[config.mk]
export PLATFORM = sky130hd
export DESIGN_NAME = iter_shifter_flat
export DESIGN_NICKNAME = d
export VERILOG_FILES = /design/src/rtl/iter_shifter_pkg.sv /design/src/rtl/iter_shifter_if.sv /design/src/rtl/iter_shifter_shift_step.sv /design/src/rtl/iter_shifter.sv /design/src/flat_wrapper.sv
export SDC_FILE = /design/constraint.sdc
export NUM_CORES = 1
export LEC_CHECK = 0
export CAP_MARGIN = 15
export CORE_AREA = 2 2 95 97
export DETAILED_ROUTE_END_ITERATION = 6
export DIE_AREA = 0 0 97 99
export HOLD_SLACK_MARGIN = 0.06
export PLACE_DENSITY_LB_ADDON = 0.05
export RECOVER_POWER = 100
export SYNTH_ARGS = -nofsm -noshare
export SYNTH_HDL_FRONTEND = slang
export SYNTH_SLANG_ARGS = --single-unit
[constraint.sdc]
create_clock -name clock -period 4.65 [get_ports clock]
set_clock_uncertainty 0.15 [all_clocks]
set_input_delay 0.6975 -clock clock [delete_from_list [all_inputs] [get_ports clock]]
set_output_delay 0.6975 -clock clock [all_outputs]
set_load 0.01 [all_outputs]
[src/rtl/iter_shifter_pkg.sv]
// Shared shifter definitions: op encodings, FSM state encodings and widths.
// Used by iter_shifter, the combinational Shifter and the ALU decoder.
package shifter_defs;

    localparam int WIDTH = 32;
    localparam int AMT_W = 5;

    localparam logic [1:0] SHOP_SRL = 2'b00;
    localparam logic [1:0] SHOP_SRA = 2'b01;
    localparam logic [1:0] SHOP_SLL = 2'b10;
    localparam logic [1:0] SHOP_ROT = 2'b11;

    typedef enum logic [1:0] {
        S_IDLE = 2'd0,
        S_BUSY = 2'd1,
        S_DONE = 2'd2
    } state_t;

    // Bits needed to hold a per-cycle shift amount of 0..step.
    function automatic int step_bits(input int step);
        return $clog2(step + 1);
    endfunction

endpackage

[src/rtl/iter_shifter_if.sv]
// Request/result handshake bundle for iter_shifter.
import shifter_defs::*;

interface iter_shifter_if;
    // A transfer happens on a rising clock edge where valid and ready are both
    // high; the sender holds valid and its payload stable until that edge.
    logic               in_valid;
    logic               in_ready;
    logic [WIDTH-1:0]   in_data;
    logic [1:0]         in_shiftop;
    logic [AMT_W-1:0]   in_shiftamt;
    logic               out_valid;
    logic               out_ready;
    logic [WIDTH-1:0]   out_result;

    modport master (
        output in_valid, in_data, in_shiftop, in_shiftamt, out_ready,
        input  in_ready, out_valid, out_result
    );

    modport slave (
        input  in_valid, in_data, in_shiftop, in_shiftamt, out_ready,
        output in_ready, out_valid, out_result
    );
endinterface

[src/rtl/iter_shifter_shift_step.sv]
// Combinational single-step shifter: moves value by s (0..STEP) positions.
// Op 11 rotates right only when ITER_SHIFTER_ROTATE_EN is defined, else passes through.
import shifter_defs::*;

module shift_step #(
    parameter int STEP = 1,
    localparam int S_W = step_bits(STEP)
) (
    input  logic [WIDTH-1:0] value,
    input  logic [1:0]       op,
    input  logic [S_W-1:0]   s,
    output logic [WIDTH-1:0] next
);
    always_comb begin
        next = value;
        case (op)
            SHOP_SRL: next = value >> s;
            // Sign comes from the current working value, so it survives every step.
            SHOP_SRA: next = $signed(value) >>> s;
            SHOP_SLL: next = value << s;
`ifdef ITER_SHIFTER_ROTATE_EN
            SHOP_ROT: next = WIDTH'({value, value} >> s);
`else
            SHOP_ROT: next = value;
`endif
            default:  next = value;
        endcase
    end
endmodule

[src/rtl/iter_shifter.sv]
// Multi-cycle SRL/SRA/SLL unit moving STEP bits per busy cycle (IDLE->BUSY->DONE).
// Optional rotate for op 11 under ITER_SHIFTER_ROTATE_EN.
import shifter_defs::*;

module iter_shifter #(
    parameter int STEP = 1
) (
    input  logic                 clock,
    input  logic                 reset,
    iter_shifter_if.slave        bus,
    output state_t               state_dbg
);
    localparam int S_W = step_bits(STEP);

    state_t             state_q, state_d;
    logic [WIDTH-1:0]   work_q, work_d;
    logic [WIDTH-1:0]   res_q, res_d;
    logic [1:0]         op_q, op_d;
    logic [AMT_W-1:0]   rem_q, rem_d;
    logic [S_W-1:0]     step_amt;
    logic [WIDTH-1:0]   step_out;

    always_comb begin
        step_amt = S_W'(STEP);
        if (rem_q < AMT_W'(STEP))
            step_amt = S_W'(rem_q);
    end

    shift_step #(.STEP(STEP)) u_step (
        .value (work_q),
        .op    (op_q),
        .s     (step_amt),
        .next  (step_out)
    );

    always_ff @(posedge clock) begin
        if (reset) begin
            state_q <= S_IDLE;
            work_q  <= '0;
            res_q   <= '0;
            op_q    <= SHOP_SRL;
            rem_q   <= '0;
        end else begin
            state_q <= state_d;
            work_q  <= work_d;
            res_q   <= res_d;
            op_q    <= op_d;
            rem_q   <= rem_d;
        end
    end

    always_comb begin
        state_d = state_q;
        work_d  = work_q;
        res_d   = res_q;
        op_d    = op_q;
        rem_d   = rem_q;
        case (state_q)
            S_IDLE: begin
                if (bus.in_valid) begin
                    work_d = bus.in_data;
                    op_d   = bus.in_shiftop;
                    rem_d  = bus.in_shiftamt;
                    if (bus.in_shiftamt == '0) begin
                        res_d   = bus.in_data;
                        state_d = S_DONE;
                    end else begin
                        state_d = S_BUSY;
                    end
                end
            end
            S_BUSY: begin
                work_d = step_out;
                rem_d  = rem_q - AMT_W'(step_amt);
                if (rem_d == '0) begin
                    res_d   = step_out;
                    state_d = S_DONE;
                end
            end
            S_DONE: begin
                // The result register is left alone so out_result keeps its value in IDLE.
                if (bus.out_ready)
                    state_d = S_IDLE;
            end
            default: state_d = S_IDLE;
        endcase
    end

    assign bus.in_ready   = (state_q == S_IDLE);
    assign bus.out_valid  = (state_q == S_DONE);
    assign bus.out_result = res_q;
    assign state_dbg      = state_q;

endmodule

[src/flat_wrapper.sv]
// flat-port wrapper written by rule: the top's interface ports become plain ports
module iter_shifter_flat 
#(
    parameter int STEP = 1
)
  (clock, reset, state_dbg, bus_in_valid, bus_in_data, bus_in_shiftop, bus_in_shiftamt, bus_out_ready, bus_in_ready, bus_out_valid, bus_out_result);
  iter_shifter_if bus_i ();
  input  logic clock;
  input  logic reset;
  output state_t state_dbg;
  input wire logic [$bits(bus_i.in_valid)-1:0] bus_in_valid;
  input wire logic [$bits(bus_i.in_data)-1:0] bus_in_data;
  input wire logic [$bits(bus_i.in_shiftop)-1:0] bus_in_shiftop;
  input wire logic [$bits(bus_i.in_shiftamt)-1:0] bus_in_shiftamt;
  input wire logic [$bits(bus_i.out_ready)-1:0] bus_out_ready;
  output wire logic [$bits(bus_i.in_ready)-1:0] bus_in_ready;
  output wire logic [$bits(bus_i.out_valid)-1:0] bus_out_valid;
  output wire logic [$bits(bus_i.out_result)-1:0] bus_out_result;
  assign bus_i.in_valid = bus_in_valid;
  assign bus_i.in_data = bus_in_data;
  assign bus_i.in_shiftop = bus_in_shiftop;
  assign bus_i.in_shiftamt = bus_in_shiftamt;
  assign bus_i.out_ready = bus_out_ready;
  assign bus_in_ready = bus_i.in_ready;
  assign bus_out_valid = bus_i.out_valid;
  assign bus_out_result = bus_i.out_result;
  iter_shifter #(.STEP(STEP)) u_core (.clock(clock), .reset(reset), .bus(bus_i), .state_dbg(state_dbg));
endmodule
# == Word level (Yosys, flattened, before mapping) ==
# Index checks and enable logic that the tools add are counted.
# word_totals
reg_bits,73
in_bits,43
# classes
add_sub_neg,1
order_cmp,1
n_eq_ne,9
shift,3
muxes,15
reduce_logical,9
# op_table
operator,n
$mux 32,4
$pmux 32 s2,2
$pmux 32 s4,1
$shl 32x1->32,1
$shr 32x1->32,1
$sshr 32x1->32,1
$logic_not 5->1,2
$pmux 5 s2,1
$mux 2,4
$eq 2x2->1 const B,3
$pmux 2 s3,1
$lt 5x1->1 const B,1
$mux 5,1
$sub 5x1->5,1
$eq 2x1->1 const B,2
$logic_not 2->1,2
$ne 2x1->1 const B,2
$ne 2x2->1 const B,2
$reduce_and 2->1,2
$reduce_and 4->1,1
$reduce_and 3->1,1
$reduce_bool 2->1,1
$mux 1,1

# == Logic depth before layout (Yosys ltp) ==
# Gate-level depths: netlist (run 1).
# depth
word_depth,6
mapped_depth,11

# == By module ==
# From an unflattened synthesis (run 1), not the netlist that was laid out.
# hier_totals
hier_cells,410
hier_area_um2,4132.7
# by_module_without_submodules
module,n_inst,cells_each,area_per_inst_um2
iter_shifter,1,324,3310.7
shift_step,1,86,822.0

# == Worst setup path after synthesis (run 1) ==
# Ideal clock, no wire load.
# synth_timing
path_kind,register to register
start,register u_core.rem_q[2]
end,"register u_core.res_q[10], in the netlist u_core.bus.out_result[10]"
setup_ns,0.129
arrival_ns,2.095
path_slack_ns,2.276
path_stages_with_launch,11
n_path_buf,3
period_less_slack_ns,2.374
cell_sequence,dfxtp_1 > buf_6 > nor4_2 > nor2_1 > ha_1 > xnor2_1 > nand4b_1 > a2bb2o_1 > buf_2 > clkbuf_1 > a21oi_1
# synth_via
elab_chain_len,6
# synth_lines
item,line_no,rtl
from (decl),iter_shifter.sv:19,"logic [AMT_W-1:0] rem_q, rem_d;"
from (signal assigned),iter_shifter.sv:48,rem_q <= rem_d;
$lt 5x1->1,iter_shifter.sv:25,if (rem_q < AMT_W'(STEP))
$mux 1,iter_shifter.sv:25,
"$sub 5x1->5, or another cell as far along",iter_shifter.sv:74,rem_d = rem_q - AMT_W'(step_amt);
$logic_not 5->1 or $pmux 32 s4 (tied branches),"iter_shifter.sv:75, iter_shifter_shift_step.sv:16",
$ne 2x1->1 (no line) or $mux 32 (tied branches),-,
$reduce_and 4->1 (no line) or $pmux 32 s2 (tied branches),-,
to (signal assigned),iter_shifter.sv:46,res_q <= res_d;
to (decl),iter_shifter.sv:17,"logic [WIDTH-1:0] res_q, res_d;"
# Parallel ways exist; a longest one is shown, timed or not. The select of a mux whose other input is x is not followed.
# A chain may end at the register's enable or synchronous reset.

# == Worst setup path after layout (run 1) ==
# layout_timing
start,input bus_in_valid
end,register u_core.work_q[13]
# layout_via
elab_chain_len,2
# layout_lines
item,line_no,rtl
from (decl),flat_wrapper.sv:11,input wire logic [$bits(bus_i.in_valid)-1:0] bus_in_valid;
$ne 2x2->1 (no line),-,
$reduce_and 2->1 (no line),-,
to (signal assigned),iter_shifter.sv:45,work_q <= work_d;
to (decl),iter_shifter.sv:16,"logic [WIDTH-1:0] work_q, work_d;"
# Every way passes these cells.

==> results of run 1 <==
[cells in the final DEF (no fill, tap or decap), drive strengths merged, types with 5 or more instances in the layout]
master,count
mux2,21
a31oi,10
buf,5
nor2,42
o2111ai,9
mux2i,24
a311oi,10
clkdlybuf4s50,40
a221oi,20
a21oi,29
clkbuf,13
dfxtp,73
inv,5
nand2b,20
o21ai,33
a211oi,21
dlygate4sd3,37
nand2,45
[worst max-delay path, cell delays in order]
cell,delay (ns)
dlygate4sd3_1,0.60
nor2_1,0.09
nor2_4,0.66
clkbuf_1,1.15
nor2_1,0.12
a211oi_2,0.24
[area by class of cell]
| type | instances | share of cell area |
|---|---|---|
| sequential | 73 | 0.2917 |
| timing repair buffer | 83 | 0.1616 |
| tap | 108 | 0.02697 |
| multi-input combinational | 319 | 0.4730 |
| inverter | 5 | 0.003746 |
| clock buffer | 12 | 0.03297 |
| clock inverter | 4 | 0.009990 |
[registers in the layout, indices dropped and copies added (netlist names)]
name,flops
u_core.state_dbg,2
u_core.bus.out_result,32
u_core.work_q,32
u_core.rem_q,5
u_core.op_q,2
[cells by family (layout without fill, tap and decap cells)]
kind of cell | Yosys count | in the layout
and+or+nand+nor | 123 | 123
muxes | 45 | 45
AOI/OAI and AO/OA | 147 | 147
xor gates and xnor gates | 2 | 2
DFF | 73 | 73
buffers and inverters | 44 | 104
adders and majority gates | 2 | 2
[power by group]
| group | total [mW] | internal, mW | switching [mW] |
|---|---|---|---|
| clock | 0.530 | 0.291 | 0.239 |
| combinational | 0.879 | 0.417 | 0.462 |
| sequential | 0.829 | 0.730 | 0.0992 |
[layer usage]
layer	share of wire	routed length, um	up-vias	track usage
met5	0	0	-	0
li1	-	-	1746	-
met3	0.048	475	10	0.03759
met4	0.011	105	0	0.07042
met1	0.49	4788	1666	0.2968
met2	0.45	4462	86	0.3328
[cell usage after synthesis (2+ instances only)]
| master | n | area (um2) |
|---|---|---|
| nor3_1 | 3 | 15.01 |
| nand2_1 | 45 | 168.9 |
| inv_1 | 5 | 18.77 |
| nand2b_1 | 20 | 125.1 |
| clkbuf_8 | 5 | 68.82 |
| nor2_1 | 40 | 150.1 |
| o21ai_0 | 32 | 160.2 |
| a211oi_2 | 20 | 250.2 |
| a311oi_1 | 10 | 87.58 |
| buf_2 | 10 | 50.05 |
| buf_6 | 6 | 67.56 |
| buf_12 | 2 | 40.04 |
| o22ai_1 | 2 | 12.51 |
| o31ai_1 | 2 | 15.01 |
| ha_1 | 2 | 25.02 |
| dfxtp_1 | 73 | 1461 |
| a221oi_2 | 20 | 300.3 |
| mux2i_1 | 24 | 240.2 |
| a31oi_1 | 10 | 62.56 |
| mux2_4 | 20 | 300.3 |
| clkbuf_1 | 14 | 52.55 |
| o221ai_1 | 3 | 26.28 |
| a21oi_1 | 28 | 140.1 |
| o211ai_1 | 3 | 22.52 |
| o2111ai_1 | 9 | 78.83 |
| nor2b_1 | 3 | 18.77 |
[metrics by stage]
step	util	hold slack, ns	instances
after detailed placement	0.5699	0.2981	588
after CTS	0.5951	0.3089	604
after global placement	0.5699	0.2912	588
after global routing	0.5859	0.3476	604
final	0.5859	0.3105	604
after floorplan	-	0.2799	436
[path summary, 6_finish.rpt]
path | cells past startpoint | slack, ns | end
worst max register to register | 6 | 1.26 | u_core.bus.out_result[1]$_SDFFE_PP0P_
worst min-delay path | 2 | 0.31 | u_core.work_q[31]$_SDFFE_PP0P_
worst max-delay path | 6 | 1.18 | u_core.work_q[13]$_SDFFE_PP0P_
worst min register to register | 2 | 0.31 | u_core.work_q[31]$_SDFFE_PP0P_
==> flow_summary.yaml, run 1 <==
outcome:
  status: "finished clean"
sta:
  min_period_ns: 3.472
  fin_tns_setup_ns: 0
  final-hold-violation-count: 0
  finalCritPeriodShare: 0.7466
  grt_setup_unrepaired: "false"
  relSlewSlack: 0.01129
  fmaxAchievable_mhz: 288.0
  setup_viol: 0
  worstMarginPinSlew_ns: 1.483
  maxSlewViolCount: 0
  setup_ws_ns: 1.178
finish:
  design_area_um2: 5010
  antennaDiodeCount: 0
  syn_to_final_growth_pct: 19.59
  drive_gt1_frac: 0.1673
  ff_latch_area_um2: 1461
  fillers: 801
  multiInputGateArea_um2: 2370
  fin_nets: 536
routing:
  final_antenna_net_count: 0
  drtIter0Drc: 143
  num_vias: 3508
  drc: 0
  wl_per_cell_um: 16.28
  routed_via_density: 5.808
  firstDrtPassIters: 5
  drt_wl_total_um: 9831
setup_path:
  crit_path_start_kind: "input pin"
  critPathKind: "in -> reg"
  r2r_start: "u_core.rem_q[0]$_SDFFE_PP0P_"
  crit_required_ns: 4.76
  end_kind: "flip-flop"
  worstPathMaxFanout: 35
  critPathLaunch: "bus_in_valid"
  arrival_ns: 3.58
yosys:
  muxShareOfSynthArea: 0.1317
  yosysSeqAreaShare: 0.3489
  synth-xor-area-share: 0.004182
  ys.flop_type: "dfxtp_1"
  synth_warnings: 0
  synth_top_family_by_area: "compound AO/OA/AOI/OAI gates"
  synth_edf_count: 0
  synth_fa_ha_area_frac: 0.005974
  syn_area_um2: 4189
  ys_ff_latch: 73
  synth-simple-area-share: 0.1398
  async_flop_share: 0
  synth_compound_area_frac: 0.2945
  syn_area_per_cell_um2: 9.608
  synth.net_count: 481
  postSynthCellCount: 436
  ys_types: 51
job:
  maxCapViolations: 0
pwr:
  peakVddDrop_uv: 272.8
  p_leak_nw: 1.969
  power_per_cell_area_nw_per_um2: 446.8
  power.total_mw: 2.238
floorplanning:
  io_pins: 79
  dieArea_um2: 9603
  start_util: 0.4899
  core_area_um2: 8551
  die_h_um: 99
  die_w_um: 97
  fp-row-count: 34
clock_network:
  cts_tree: "yes"
  clock_latency_ns: 0.34
  cts-root-buf: "clkbuf_8"
  cts_resized: 0
  h-tree-depth: 3
  clkSlewWorstSetupHoldPaths_ns: 0.07
  cts_sinks: 73
  cts-buffers-inserted: 9
  cts-hold-fix-buffers: 0
  cts.path.max_buffers: 2
  post-cts-setup-buffers: 0
hold_path:
  hp-class: "reg -> reg"
  hp-start: "u_core.work_q[31]$_SDFFE_PP0P_"
global_route:
  gr-total-overflow: 0
  grt_first_pass_wirelength_um: 16900
  grt_max_degree: 65
  first_global_vias: 3399
  grt_usage: 0.2121
  antenna_found_initial: 0
place:
  place_congestion: 0.7848
  placed_cell_area_um2: 4873
  io_buffers: 78
  place_ws_ns: 1.363
  hpwl_um: 6435
(Power assumes the default switching activity.)
==> run 2: changes to the inputs <==
==> constraint.sdc (replaced) <==
create_clock -name clock -period 3.3 [get_ports clock]
set_clock_uncertainty 0.15 [all_clocks]
set_input_delay 0.495 -clock clock [delete_from_list [all_inputs] [get_ports clock]]
set_output_delay 0.495 -clock clock [all_outputs]
set_load 0.01 [all_outputs]
==> flow_summary.yaml, run 2 (synthesized netlist as in run 1, its figures left out) <==
pwr:
  power_per_cell_area_nw_per_um2: 658.1
  p_leak_nw: 2.016
  peakVddDrop_uv: 330.1
outcome:
  status: "finished clean"
floorplanning:
  io_pins: 79
  core_area_um2: 8551
  fp-row-count: 34
  die_h_um: 99
  die_w_um: 97
  start_util: 0.4899
  dieArea_um2: 9603
finish:
  final_common_cell: "dfxtp_1"
  drive_gt1_frac: 0.1483
  fillers: 779
  fin_nets: 539
  design_area_um2: 5034
  layout_common_cells: "dfxtp_1 (73), nand2_1 (45), clkdlybuf4s50_1 (40)"
  syn_to_final_growth_pct: 20.16
  ff_latch_area_um2: 1461
  antennaDiodeCount: 0
  multiInputGateArea_um2: 2305
routing:
  firstDrtPassIters: 4
  final_antenna_net_count: 0
  routed_via_density: 5.791
  wl_per_cell_um: 16.47
  drtIter0Drc: 154
  drc: 0
  drt_wl_total_um: 9999
  num_vias: 3515
global_route:
  first_global_vias: 3235
  antenna_found_initial: 0
  gr-total-overflow: 0
  grt_max_degree: 65
  grt_first_pass_wirelength_um: 16820
  grt_usage: 0.2125
sta:
  finalCritPeriodShare: 0.8966
  holdWs_ns: 0.3064
  setup_ws_ns: 0.3413
  fin_tns_setup_ns: 0
  min_period_ns: 2.959
  relSlewSlack: 0.3172
  final-hold-violation-count: 0
  grt_setup_unrepaired: "false"
  maxSlewViolCount: 0
  fmaxAchievable_mhz: 338.0
  setup_viol: 0
  worstMarginPinSlew_ns: 1.023
setup_path:
  critical-path-top-delay-family: "compound AO/OA/AOI/OAI gates"
  arrival_ns: 3.01
  crit_path_start_kind: "flip-flop"
  worstPathMaxFanout: 12
  end_kind: "flip-flop"
  max_stage_delay_ns: 0.72
  slowest_stage: "a21oi_2"
  crit_required_ns: 3.35
  cp_num_buf_inv: 2
  r2r_slack_ns: 0.34
  r2r_end: "u_core.work_q[13]$_SDFFE_PP0P_"
  r2r_start: "u_core.rem_q[0]$_SDFFE_PP0P_"
  cp_cell_sequence: "inv_1 > a21oi_2 > clkbuf_2 > mux2i_1 > a221oi_1 > a211oi_2"
  critPathKind: "reg -> reg"
  ff2ff_path_depth: 6
clock_network:
  clkSlewWorstSetupHoldPaths_ns: 0.08
  clock_latency_ns: 0.34
  cts_sinks: 73
  cts-buffers-inserted: 9
  h-tree-depth: 3
  cts_tree: "yes"
  post-cts-setup-buffers: 0
  cts_resized: 0
  cts-root-buf: "clkbuf_8"
  cts.path.max_buffers: 2
  cts-hold-fix-buffers: 0
hold_path:
  hp-class: "reg -> reg"
  whs_path_depth: 2
  hp-start: "u_core.work_q[31]$_SDFFE_PP0P_"
  hold_end: "u_core.work_q[31]$_SDFFE_PP0P_"
place:
  place_ws_ns: 0.6156
  io_buffers: 78
  hpwl_um: 6426
  placed_cell_area_um2: 4908
  place_congestion: 0.8099
job:
  maxCapViolations: 0
==> run 2: metrics by stage <==
step | instances | power (mW) | utilization
CTS | 607 | 3.426 | 0.6042
global route | 607 | 3.508 | 0.5887
global placement | 591 | 2.483 | 0.5740
finish | 607 | 3.313 | 0.5887
detailed placement | 591 | 2.508 | 0.5740
floorplan | 436 | 2.197 | -
==> run 2: final cells by class <==
| cell class | instances | share of cell area |
|---|---|---|
| timing repair buffer | 86 | 0.1700 |
| clock inverter | 6 | 0.02585 |
| sequential | 73 | 0.2903 |
| multi-input combinational | 319 | 0.4579 |
| tap | 108 | 0.02685 |
| inverter | 5 | 0.003729 |
| clock buffer | 10 | 0.02535 |
==> run 2: worst reg2reg max path, cell delays in order (launching register included) <==
cell and delay, ns:
dfxtp_1 0.62, inv_1 0.17, a21oi_2 0.72, clkbuf_2 0.51, mux2i_1 0.14, a221oi_1 0.39
a211oi_2 0.13
==> run 2: power by group <==
part	leakage [nW]	total, mW	switching, mW	internal [mW]
Sequential	0.600	1.16	0.132	1.03
Clock	0.130	0.917	0.340	0.577
Combinational	1.29	1.24	0.647	0.588
==> run 2: worst max path at each step <==
stage	start	endpoint	slack (ns)	cells past startpoint
2_1_floorplan	u_core.rem_q[2]$_SDFFE_PP0P_	u_core.bus.out_result[10]$_SDFFE_PP0P_	0.93	10
3_3_place_gp	bus_in_shiftamt[0]	u_core.bus.out_result[31]$_SDFFE_PP0P_	0.75	7
3_5_place_dp	u_core.rem_q[4]$_SDFFE_PP0P_	u_core.bus.out_result[26]$_SDFFE_PP0P_	0.62	9
4_1_cts	u_core.rem_q[4]$_SDFFE_PP0P_	u_core.bus.out_result[31]$_SDFFE_PP0P_	0.58	9
5_1_grt	u_core.rem_q[0]$_SDFFE_PP0P_	u_core.work_q[12]$_SDFFE_PP0P_	0.12	6
6_report	u_core.rem_q[0]$_SDFFE_PP0P_	u_core.work_q[13]$_SDFFE_PP0P_	0.34	6
==> run 2: layer usage <==
metal  track usage  vias to the layer above  wire length (um)
met4       0.06501                        0                74
met1        0.3069                     1683              4883
met5             0                        -                 0
li1              -                     1745                 -
met3       0.03830                        7               449
met2        0.3237                       80              4592
==> run 3: changes to the inputs <==
--- a/config.mk
+++ b/config.mk
@@ -15,3 +15,4 @@
 export SYNTH_ARGS = -nofsm -noshare
 export SYNTH_HDL_FRONTEND = slang
 export SYNTH_SLANG_ARGS = --single-unit
+export TNS_END_PERCENT = 100
==> results of run 3 <==
Final layout, timing and power as in run 2 (identical DEF).
==> patch: new RTL, flow settings as in run 3 <==
Register the output `state_dbg` once more; this adds one clock of latency there. The other outputs are not delayed to match.
--- a/src/rtl/iter_shifter.sv
+++ b/src/rtl/iter_shifter.sv
@@ -91,3 +91,5 @@
     assign bus.out_result = res_q;
-    assign state_dbg      = state_q;
+    always_ff @(posedge clock) begin
+        state_dbg <= state_q;
+    end
 
Check against the original RTL: not equivalent (Yosys sat finds a counterexample within 4 cycles, from zero or initial values and one cycle with reset high).
==> patch against run 3 <==
  * The run now ends with capacitance limit, slew limit left
  * Routed wire length grew 20%
  * Power shrank 6.5%
  * Via count grew 17%
  * Count of clock-buffer cells in the layout grew 1
  * Sequential cell count grew 2
  * Synthesized area shrank 1.5%
  * Setup slack gained 38 ps
  * First-iteration DRC count grew to 2.6 times the old value
  * Hold slack gained 33 ps
  * Design area grew 3.3%
  * Critical endpoint is now u_core.work_q[17]
==> patch: results (changes against run 3) <==
stage;metric;value;unit;change
outcome;status;complete, but fails checks;;
outcome;violations;capacitance limit, slew limit;;
global_route;grt_usage;24.9;%;+3.6 points
setup_path;cpPeakStageDelay;820;ps;+100 ps
detailed_routing;drt_iter0_drc;407;;+160%
setup_path;reg2regPathDepth;5;;-1
min_path;hold_start;u_core.bus.out_result[31];;
synthesis;synthAdderAreaFrac;0.606;%;+0.0089 points
job;cap_violations;1;;+1
layout;drive_above_1_share;8.82;%;-6.0 points
placed_design;gp_congestion;0.822;;+1.5%
detailed_routing;drt_wl_total;12.0;mm;+20%
power_and_ir_drop;power.leakage;2.03;nW;+0.89%
sta;worst_slew_pin_slew;1680;ps;+652 ps
synthesis;synth_top_cells_by_area;dfxtp_1 (36%), nor3_1 (7.8%), nor2_1 (7.4%);;
layout;fill_cells;798;;+2.4%
synthesis;synth.distinct_cells;53;;+3.9%
synthesis;seq_area_frac_synth;36.4;%;+1.5 points
power_and_ir_drop;vdd_drop_max;0.349;mV;+5.8%
min_path;hold_path_end;u_core.bus.out_result[31];;
global_route;grt_max_degree;47;;-28%
sta;slew_viol_final;28;;+28
setup_path;cp_max_fo;27;;+15
setup_path;r2r_setup_slack;380;ps;+40 ps
placed_design;hpwl;7.90;mm;+23%
power_and_ir_drop;internal_power;1.96;mW;-10%
patch: cell types whose count changed after synthesis, sizes merged, moves of 8 or more:
cell    change
nor2       +39
a221o      +14
a311oi     +14
nor4bb     +12
mux2       -21
nand2b     -15
a21oi      -18
a211oi     -18
a221oi      -8
inv        +10
nor3       +61
clkbuf     +13
and3       +12
o21ai      -15
patch: worst max path at each step:
stage / depth (start not counted) / end
floorplan: 10 / u_core.bus.out_result[2]
global placement: 9 / u_core.bus.out_result[2]
detailed placement: 9 / u_core.bus.out_result[2]
CTS: 9 / u_core.bus.out_result[2]
global route: 9 / u_core.bus.out_result[2]
finish: 5 / u_core.work_q[17]
patch: routing by layer:
metal | wire length [um] | GRT usage (%) | vias up
met1 | 5750 | 36.4 | 1930
li1 | - | - | 2005
met4 | 120 | 7.15 | 0
met5 | 0 | 0 | -
met2 | 5300 | 38.0 | 154
met3 | 807 | 3.83 | 11
patch: cell type report:
| class | count | share of cell area (%) |
|---|---|---|
| multi-input combinational | 374 | 45.0 |
| clock buffer | 11 | 2.72 |
| timing repair buffer | 98 | 18.1 |
| sequential | 75 | 28.9 |
| tap | 108 | 2.60 |
| clock inverter | 5 | 1.64 |
| inverter | 15 | 1.08 |
patch: logic make-up (layout without fill, tap and decap cells):
kind of cell | Yosys count | in the layout
buffers and inverters | 63 | 129
AND/OR/NAND/NOR | 243 | 243
multiplexers | 19 | 19
adder cells (fa/ha/maj) | 2 | 2
AO/OA/AOI/OAI | 108 | 108
XOR/XNOR | 2 | 2
flip-flops | 75 | 75
patch: stage by stage:
step                std cells  worst slack (ps)  instance area [um^2]  power (mW)
floorplan                 512               729                  4130        1.91
global placement          670               657                  5000        2.29
detailed placement        670               554                  5000        2.32
CTS                       686               536                  5230        3.14
global route              686               159                  5200        3.27
finish                    686               379                  5200        3.10
patch: tightest hold or removal path, delay by kind of cell (launching register included):
family | cells | cell delay [ps]
AOI/OAI and AO/OA | 1 | 50
DFF | 1 | 330
and+or+nand+nor | 1 | 60
patch: power by group through the flow:
| stage | combinational [mW] | sequential (mW) | clock (mW) |
|---|---|---|---|
| after floorplan | 0.740 | 1.17 | 0 |
| after global placement | 1.12 | 1.17 | 0 |
| after detailed placement | 1.14 | 1.17 | 0 |
| after CTS | 1.15 | 1.15 | 0.836 |
| after global routing | 1.22 | 1.17 | 0.870 |
| final | 1.12 | 1.15 | 0.823 |
